## config.mk

```make
export PLATFORM = sky130hd
export DESIGN_NAME = src_ctrl
export DESIGN_NICKNAME = d
export VERILOG_FILES = /design/src/rtl/src_pkg.sv /design/src/rtl/src_addr_cnt.sv /design/src/rtl/src_ctrl.sv
export SDC_FILE = /design/constraint.sdc
export NUM_CORES = 1
export LEC_CHECK = 0
export CAP_MARGIN = 20
export CORE_AREA = 5 5 47 89
export DETAILED_ROUTE_END_ITERATION = 7
export DIE_AREA = 0 0 52 94
export GPL_TIMING_DRIVEN = 0
export PLACE_DENSITY_LB_ADDON = 0.15
export SYNTH_ARGS = -nofsm -noshare
export SYNTH_HDL_FRONTEND = slang
export SYNTH_HIERARCHICAL = 1
export SYNTH_SLANG_ARGS = --single-unit
```

## constraint.sdc

```tcl
create_clock -name clk -period 1.7 [get_ports clk]
set_input_delay 0.34 -clock clk [delete_from_list [all_inputs] [get_ports clk]]
set_output_delay 0.34 -clock clk [all_outputs]
set_load 0.01 [all_outputs]
```

## src/rtl/src_pkg.sv

```systemverilog
// Shared types and default sizing for the source (ingress) stream controller.
package src_pkg;

   localparam int unsigned SRC_DW_DEF    = 32;
   localparam int unsigned SRC_DEPTH_DEF = 32;

   typedef enum logic [1:0] {RECV, DRAIN, FIN, WAIT} src_state_t;

endpackage

```

## src/rtl/src_addr_cnt.sv

```systemverilog
// Buffer write-address counter: clear/enable, saturates at DEPTH-1 and flags it.
module src_addr_cnt
   import src_pkg::*;
#(
   parameter int unsigned DEPTH = SRC_DEPTH_DEF
)(
   input  logic                     clk,
   input  logic                     run,
   input  logic                     i_clr,
   input  logic                     i_en,
   output logic [$clog2(DEPTH)-1:0] o_addr,
   output logic                     o_at_max
);

   localparam int unsigned AW = $clog2(DEPTH);

   logic [AW-1:0] r_addr;

   always_ff @(posedge clk or negedge run) begin
      if (!run) begin
         r_addr <= '0;
      end else if (i_clr) begin
         r_addr <= '0;
      end else if (i_en && !o_at_max) begin
         r_addr <= r_addr + 1'b1;
      end
   end

   assign o_addr   = r_addr;
   assign o_at_max = (r_addr == AW'(DEPTH - 1));

endmodule

```

## src/rtl/src_ctrl.sv

```systemverilog
// Ingress stream controller: one frame per buffer turn, truncates overlong frames.
// Optional feature: define SRC_ERR_EN to add the sticky src_err overflow port.
module src_ctrl
   import src_pkg::*;
#(
   parameter int unsigned DW    = SRC_DW_DEF,
   parameter int unsigned DEPTH = SRC_DEPTH_DEF
)(
   input  logic                     clk,
   input  logic                     run,
   input  logic                     src_valid,
   output logic                     src_ready,
   input  logic [DW-1:0]            src_data,
   input  logic                     src_last,
   input  logic                     c_ack_in,
   output logic                     s_fin_out,
   output logic [$clog2(DEPTH):0]   frame_len,
   output logic                     stream_v,
   output logic [$clog2(DEPTH)-1:0] stream_a,
   output logic [DW-1:0]            stream_d
`ifdef SRC_ERR_EN
   ,
   output logic                     src_err
`endif
);

   localparam int unsigned AW = $clog2(DEPTH);

   src_state_t    r_state;
   src_state_t    w_state_nxt;
   logic          r_fin;
   logic [AW:0]   r_len;
   logic [AW:0]   w_len_nxt;
   logic          w_len_ld;
   logic          w_wr;
   logic          w_clr;
   logic          w_trunc;
   logic [AW-1:0] w_addr;
   logic          w_at_max;

   src_addr_cnt #(
      .DEPTH (DEPTH)
   ) u_addr_cnt (
      .clk      (clk),
      .run      (run),
      .i_clr    (w_clr),
      .i_en     (w_wr),
      .o_addr   (w_addr),
      .o_at_max (w_at_max)
   );

   always_ff @(posedge clk or negedge run) begin
      if (!run) begin
         r_state <= RECV;
         r_fin   <= 1'b0;
         r_len   <= '0;
      end else begin
         r_state <= w_state_nxt;
         r_fin   <= (w_state_nxt == FIN);
         if (w_len_ld) begin
            r_len <= w_len_nxt;
         end
      end
   end

   // src_ready is 1 in RECV/DRAIN, so a beat there reduces to src_valid.
   always_comb begin
      w_state_nxt = r_state;
      src_ready   = 1'b0;
      w_wr        = 1'b0;
      w_clr       = 1'b0;
      w_trunc     = 1'b0;
      w_len_ld    = 1'b0;
      w_len_nxt   = '0;
      case (r_state)
         RECV: begin
            src_ready = 1'b1;
            if (src_valid) begin
               w_wr = 1'b1;
               if (src_last) begin
                  w_state_nxt = FIN;
                  w_len_ld    = 1'b1;
                  w_len_nxt   = {1'b0, w_addr} + (AW + 1)'(1);
               end else if (w_at_max) begin
                  w_state_nxt = DRAIN;
                  w_trunc     = 1'b1;
                  w_len_ld    = 1'b1;
                  w_len_nxt   = (AW + 1)'(DEPTH);
               end
            end
         end
         DRAIN: begin
            src_ready = 1'b1;
            if (src_valid && src_last) begin
               w_state_nxt = FIN;
            end
         end
         FIN: begin
            w_state_nxt = WAIT;
         end
         WAIT: begin
            if (c_ack_in) begin
               w_state_nxt = RECV;
               w_clr       = 1'b1;
            end
         end
         default: begin
            w_state_nxt = RECV;
         end
      endcase
   end

   assign s_fin_out = r_fin;
   assign frame_len = r_len;
   assign stream_v  = w_wr;
   assign stream_a  = w_addr;
   assign stream_d  = src_data;

`ifdef SRC_ERR_EN
   logic r_err;

   always_ff @(posedge clk or negedge run) begin
      if (!run) begin
         r_err <= 1'b0;
      end else if (w_trunc) begin
         r_err <= 1'b1;
      end
   end

   assign src_err = r_err;
`endif

endmodule

```

# After elaboration in Yosys (flattened, before gate mapping)

Cells that the tools add are included.
W data, S select, Z words.

Register bits after elaboration: 14
Input port bits: 37
Output and inout port bits: 46
Logic and storage cells: 38

Add/sub/neg operators: 2
Equal/unequal tests: 5
Muxes and demuxes: 21
Reduce and logical (&&, ||, !) cells: 6

Operator list:

| cell                  | count |
|---|---|
| $mux W6               | 4 |
| $mux W2               | 5 |
| $mux W5               | 2 |
| $mux W1               | 9 |
| $pmux W2 S4           | 1 |
| $add A5 B1 Y6 const B | 1 |
| $eq A2 B2 Y1 const B  | 3 |
| $add A5 B1 Y5 const B | 1 |
| $eq A5 B5 Y1 const B  | 1 |
| $eq A2 B1 Y1 const B  | 1 |
| $logic_and A1 B1 Y1   | 2 |
| $logic_not A2 Y1      | 1 |
| $reduce_bool A2 Y1    | 1 |
| $reduce_or A2 Y1      | 1 |
| $logic_not A1 Y1      | 1 |

# Depth between registers and ports, before layout

Gate-level depths: netlist of run 1.

Depth in word-level cells: 6
Gate-level depth with buffers: 7
Gate-level depth less buffers: 6

# By module

The synthesis of run 1 kept the hierarchy.

Modules (own cells, without submodules):

| module       | instances | cells an instance | area an instance (µm²) |
|---|---|---|---|
| src_ctrl     | 1         | 69                | 668.1 |
| src_addr_cnt | 1         | 23                | 249.0 |

# Worst setup path after synthesis of run 1

No wires, ideal clock.

Path kind: register to register
Start point: register u_addr_cnt.r_addr[0] (netlist: u_addr_cnt/o_addr[0])
End point: register u_addr_cnt.r_addr[3] (netlist: u_addr_cnt/o_addr[3])
Library setup time: 0.078 ns
Arrival: 1.803 ns
Required time: 1.622 ns
Setup slack: -0.181 ns
Cell stages (with the launch flop): 8
Clock period less this slack: 1.881 ns
Path through: dfrtp_1 -> ha_1 -> and3_1 -> ha_1 -> nand2b_1 -> clkbuf_2 -> or3_1 -> a21oi_1

Cells in the longest elaborated chain, start to end: 4
Elaborated cells on any way between the ends: 7
Classes of those cells: 1 x add/sub; 1 x eq/ne; 2 x mux; 3 x reduce/logical

RTL lines:

| item                                | line               | source |
|---|---|---|
| start: declaration                  | src_addr_cnt.sv:17 | `logic [AW-1:0] r_addr;` |
| start signal: assignment            | src_addr_cnt.sv:25 | `r_addr <= r_addr + 1'b1;` |
| $eq A5 B5 Y1                        | src_addr_cnt.sv:30 | `assign o_at_max = (r_addr == AW'(DEPTH - 1));` |
| named net w_at_max                  | src_ctrl.sv:39     | `logic w_at_max;` |
| $logic_not A1 Y1                    | src_addr_cnt.sv:24 | `end else if (i_en && !o_at_max) begin` |
| $logic_and A1 B1 Y1                 | src_addr_cnt.sv:24 |  |
| $reduce_bool A2 Y1 (no source line) | --                 |  |

The timed path passes the listed nets, and every way through them passes these cells. The select of a mux whose other input is x is not followed.
A chain may end at the register's enable or synchronous reset.

# Worst setup path after layout of run 1

Start point: register u_addr_cnt.r_addr[1] (netlist: u_addr_cnt/o_addr[1])
End point: output port stream_a[1]

RTL lines:

| item             | line           | source |
|---|---|---|
| end: declaration | src_ctrl.sv:19 | `output logic [$clog2(DEPTH)-1:0] stream_a,` |

No word-level cell between the ends.

==> results of run 1 <==
-- cell type report --
type                       instances  share of cell area
tap                               48              0.0372
buffer                            32               0.149
timing repair buffer              54               0.330
sequential                        14               0.221
inverter                           2             0.00464
clock buffer                       4              0.0341
multi-input combinational         43               0.224
-- routing by layer --
| layer | share of wire | track usage |
|---|---|---|
| met1 | 0.31 | 0.0944 |
| met2 | 0.56 | 0.203 |
| met3 | 0.13 | 0.0397 |
| met4 | 0.0096 | 0.0525 |
| met5 | 0 | 0 |
-- synthesized netlist by cell type --
master / count / area [um2]
ha_1: 3 / 37.5
nand3b_1: 1 / 7.51
a2bb2oi_1: 1 / 8.76
inv_1: 2 / 7.51
o21ai_2: 1 / 8.76
xor2_1: 4 / 35.0
nand4_1: 1 / 6.26
nor3b_4: 1 / 18.8
mux2_4: 1 / 15.0
nand3_1: 3 / 15.0
nand2b_1: 1 / 6.26
a21bo_1: 1 / 10.0
o2bb2ai_1: 3 / 26.3
buf_4: 32 / 240
nand2_1: 2 / 7.51
a21o_1: 1 / 7.51
a21oi_1: 3 / 15.0
nor2_1: 8 / 30.0
and3_1: 2 / 12.5
or3_1: 2 / 12.5
mux2i_1: 2 / 20.0
xnor2_1: 1 / 8.76
dfrtp_1: 14 / 350
o21ai_0: 1 / 5.00
clkbuf_2: 1 / 5.00
-- stage by stage --
step                       util  cell area [um2]  setup TNS, ps
final                     0.473             1620              0
after global routing      0.473             1620          -10.3
after CTS                 0.468             1600              0
after detailed placement  0.444             1520          -1490
after global placement    0.444             1520          -1240
after floorplan               -              955          -18.2
-- flip-flops by register name, indices dropped and copies added, names as in the netlist --
name               flops
frame_len              6
r_state                2
u_addr_cnt/o_addr      5
s_fin_out              1
-- cell families (layout without fill, tap and decap cells) --
| kind of cell | after synthesis | count (layout) | synth area share |
|---|---|---|---|
| AOI/OAI and AO/OA | 11 | 11 | 0.0887 |
| and+or+nand+nor | 21 | 21 | 0.127 |
| buffers and inverters | 35 | 92 | 0.276 |
| adders and majority gates | 3 | 3 | 0.0409 |
| DFF | 14 | 14 | 0.382 |
| xor gates and xnor gates | 5 | 5 | 0.0477 |
| muxes | 3 | 3 | 0.0382 |
-- what timing repair did --
action                                  4_1_cts  5_1_grt
setup buffers                                 4        0
pin swaps                                     2        0
endpoints found under the setup margin        4        5
gates resized for setup                       6        6
-- power groups by stage --
stage	Combinational, uW	Sequential, uW	Clock, uW
after floorplan	279	553	0
after global placement	623	537	0
after CTS	698	518	337
final	677	520	322
after global routing	732	531	357
after detailed placement	634	540	0
-- worst paths after layout --
path                                        endpoint  slack (ps)  depth (start not counted)
worst max-delay path                     stream_a[1]          60                          2
worst min-delay path                    frame_len[1]         480                          1
worst max register to register  u_addr_cnt/o_addr[3]          70                          6
worst min register to register          frame_len[1]         480                          1
max in group asynchronous                 r_state[1]         740                          1
min in group asynchronous       u_addr_cnt/o_addr[3]         500                          1
-- worst max-delay path: stages, from the launching register on --
cell and delay, ps:
dfrtp_2 380, buf_4 140, clkdlybuf4s50_1 530
==> metrics.cfg, run 1 <==
[sta]
slew_viol_final = 0
final_hold_viol_count = 0
min_period_ps = 1640
relSlewSlack = 0.559
skew_ps = 0.416
finalCritPeriodShare = 0.964
setup_ws_ps = 60.9
worst_slew_pin_slew_ps = 660
fin_hold_ws_ps = 480
max_freq_ghz = 0.610
setup_viol = 0

[finish]
final_nets = 190
areaGrowthSynthToFinish_pct = 76.3
regArea_um2 = 357
fillers = 333
stdcell_count = 197
mostFrequentLayoutCells = clkdlybuf4s50_1, buf_4, dfrtp_1, nor2_1, dfrtp_2
multiInputGateArea_um2 = 363
n_antenna_cell = 0
layout-drive-gt1-share = 0.356
layout_commonest_cell = clkdlybuf4s50_1

[worst_setup_path]
crit_required_ps = 1360
worstSetupEndpointType = output port
crit_type = flop to output port
cp-startpoint = u_addr_cnt/o_addr[1]
worstSetupStartpointType = flop
crit-reg2reg-launch = u_addr_cnt/o_addr[0]
crit_arrival_ps = 1300
crit_fanout = 5

[placement]
gp_congestion = 0.687
portBuffers = 50
dp_hpwl_um = 2180
dp.cells = 190
post-place-ws_ps = -495

[power]
seq_power_share = 0.342
ir_drop_uv = 509
swShare = 0.319
p_leak_uw = 0.000753
clockPowerShare = 0.212
p_per_area_nw_per_um2 = 939
netSwitchingPower_uw = 485
power_frac_comb = 0.446
total_power_uw = 1520
intPower_uw = 1030

[clock_network]
h-tree-depth = 1
cts_made_buffers = 3
insertion_delay_ps = 240
cts_tree = built
clock_sink_count = 14
clockRootBuffer = clkbuf_8
cts_buffer_depth = 2
clkTransAtPathRegs_ps = 60
hold_buffers = 0

[logic_synthesis]
ys_types = 25
ys_seq_area_frac = 0.382
syn_nets = 132
synth_area_um2 = 917
yosysWarnings = 6
ys_ff_latch = 14
synth.avg_cell_area_um2 = 9.97
syn_inst = 92

[grt]
grt_max_degree = 15
grt_pass1_vias = 900
grt_pass1_wl_um = 3990
gr-usage-all-layers = 0.108
grt.overflow.total = 0
antenna_found_initial = 0

[route]
viasPerCell = 4.15
vias = 818
drc = 0
routedWlPerCell_um = 13.2
drt_wl_total_um = 2600
drt_iter0_markers = 14
antenna_left = 0
first_pass_iters = 4

[min_path]
hp-class = flop to flop
hp-start = frame_len[1]

[die]
rows = 30
io_pins = 83
die_w_um = 52
core_area_um2 = 3420
die_h_um = 94
initial_core_util = 0.268
die_area_um2 = 4890

[job]
max_cap_violations = 0

[outcome]
status = finished, final reports clean

Note: power is estimated with default switching activity, not from simulation.
==> run 2: changes to the inputs <==
--- a/config.mk
+++ b/config.mk
@@ -15,3 +15,4 @@
 export SYNTH_HDL_FRONTEND = slang
 export SYNTH_HIERARCHICAL = 1
 export SYNTH_SLANG_ARGS = --single-unit
+export TNS_END_PERCENT = 20
==> results of run 2 <==
Final layout, timing and power as in run 1 (identical DEF).
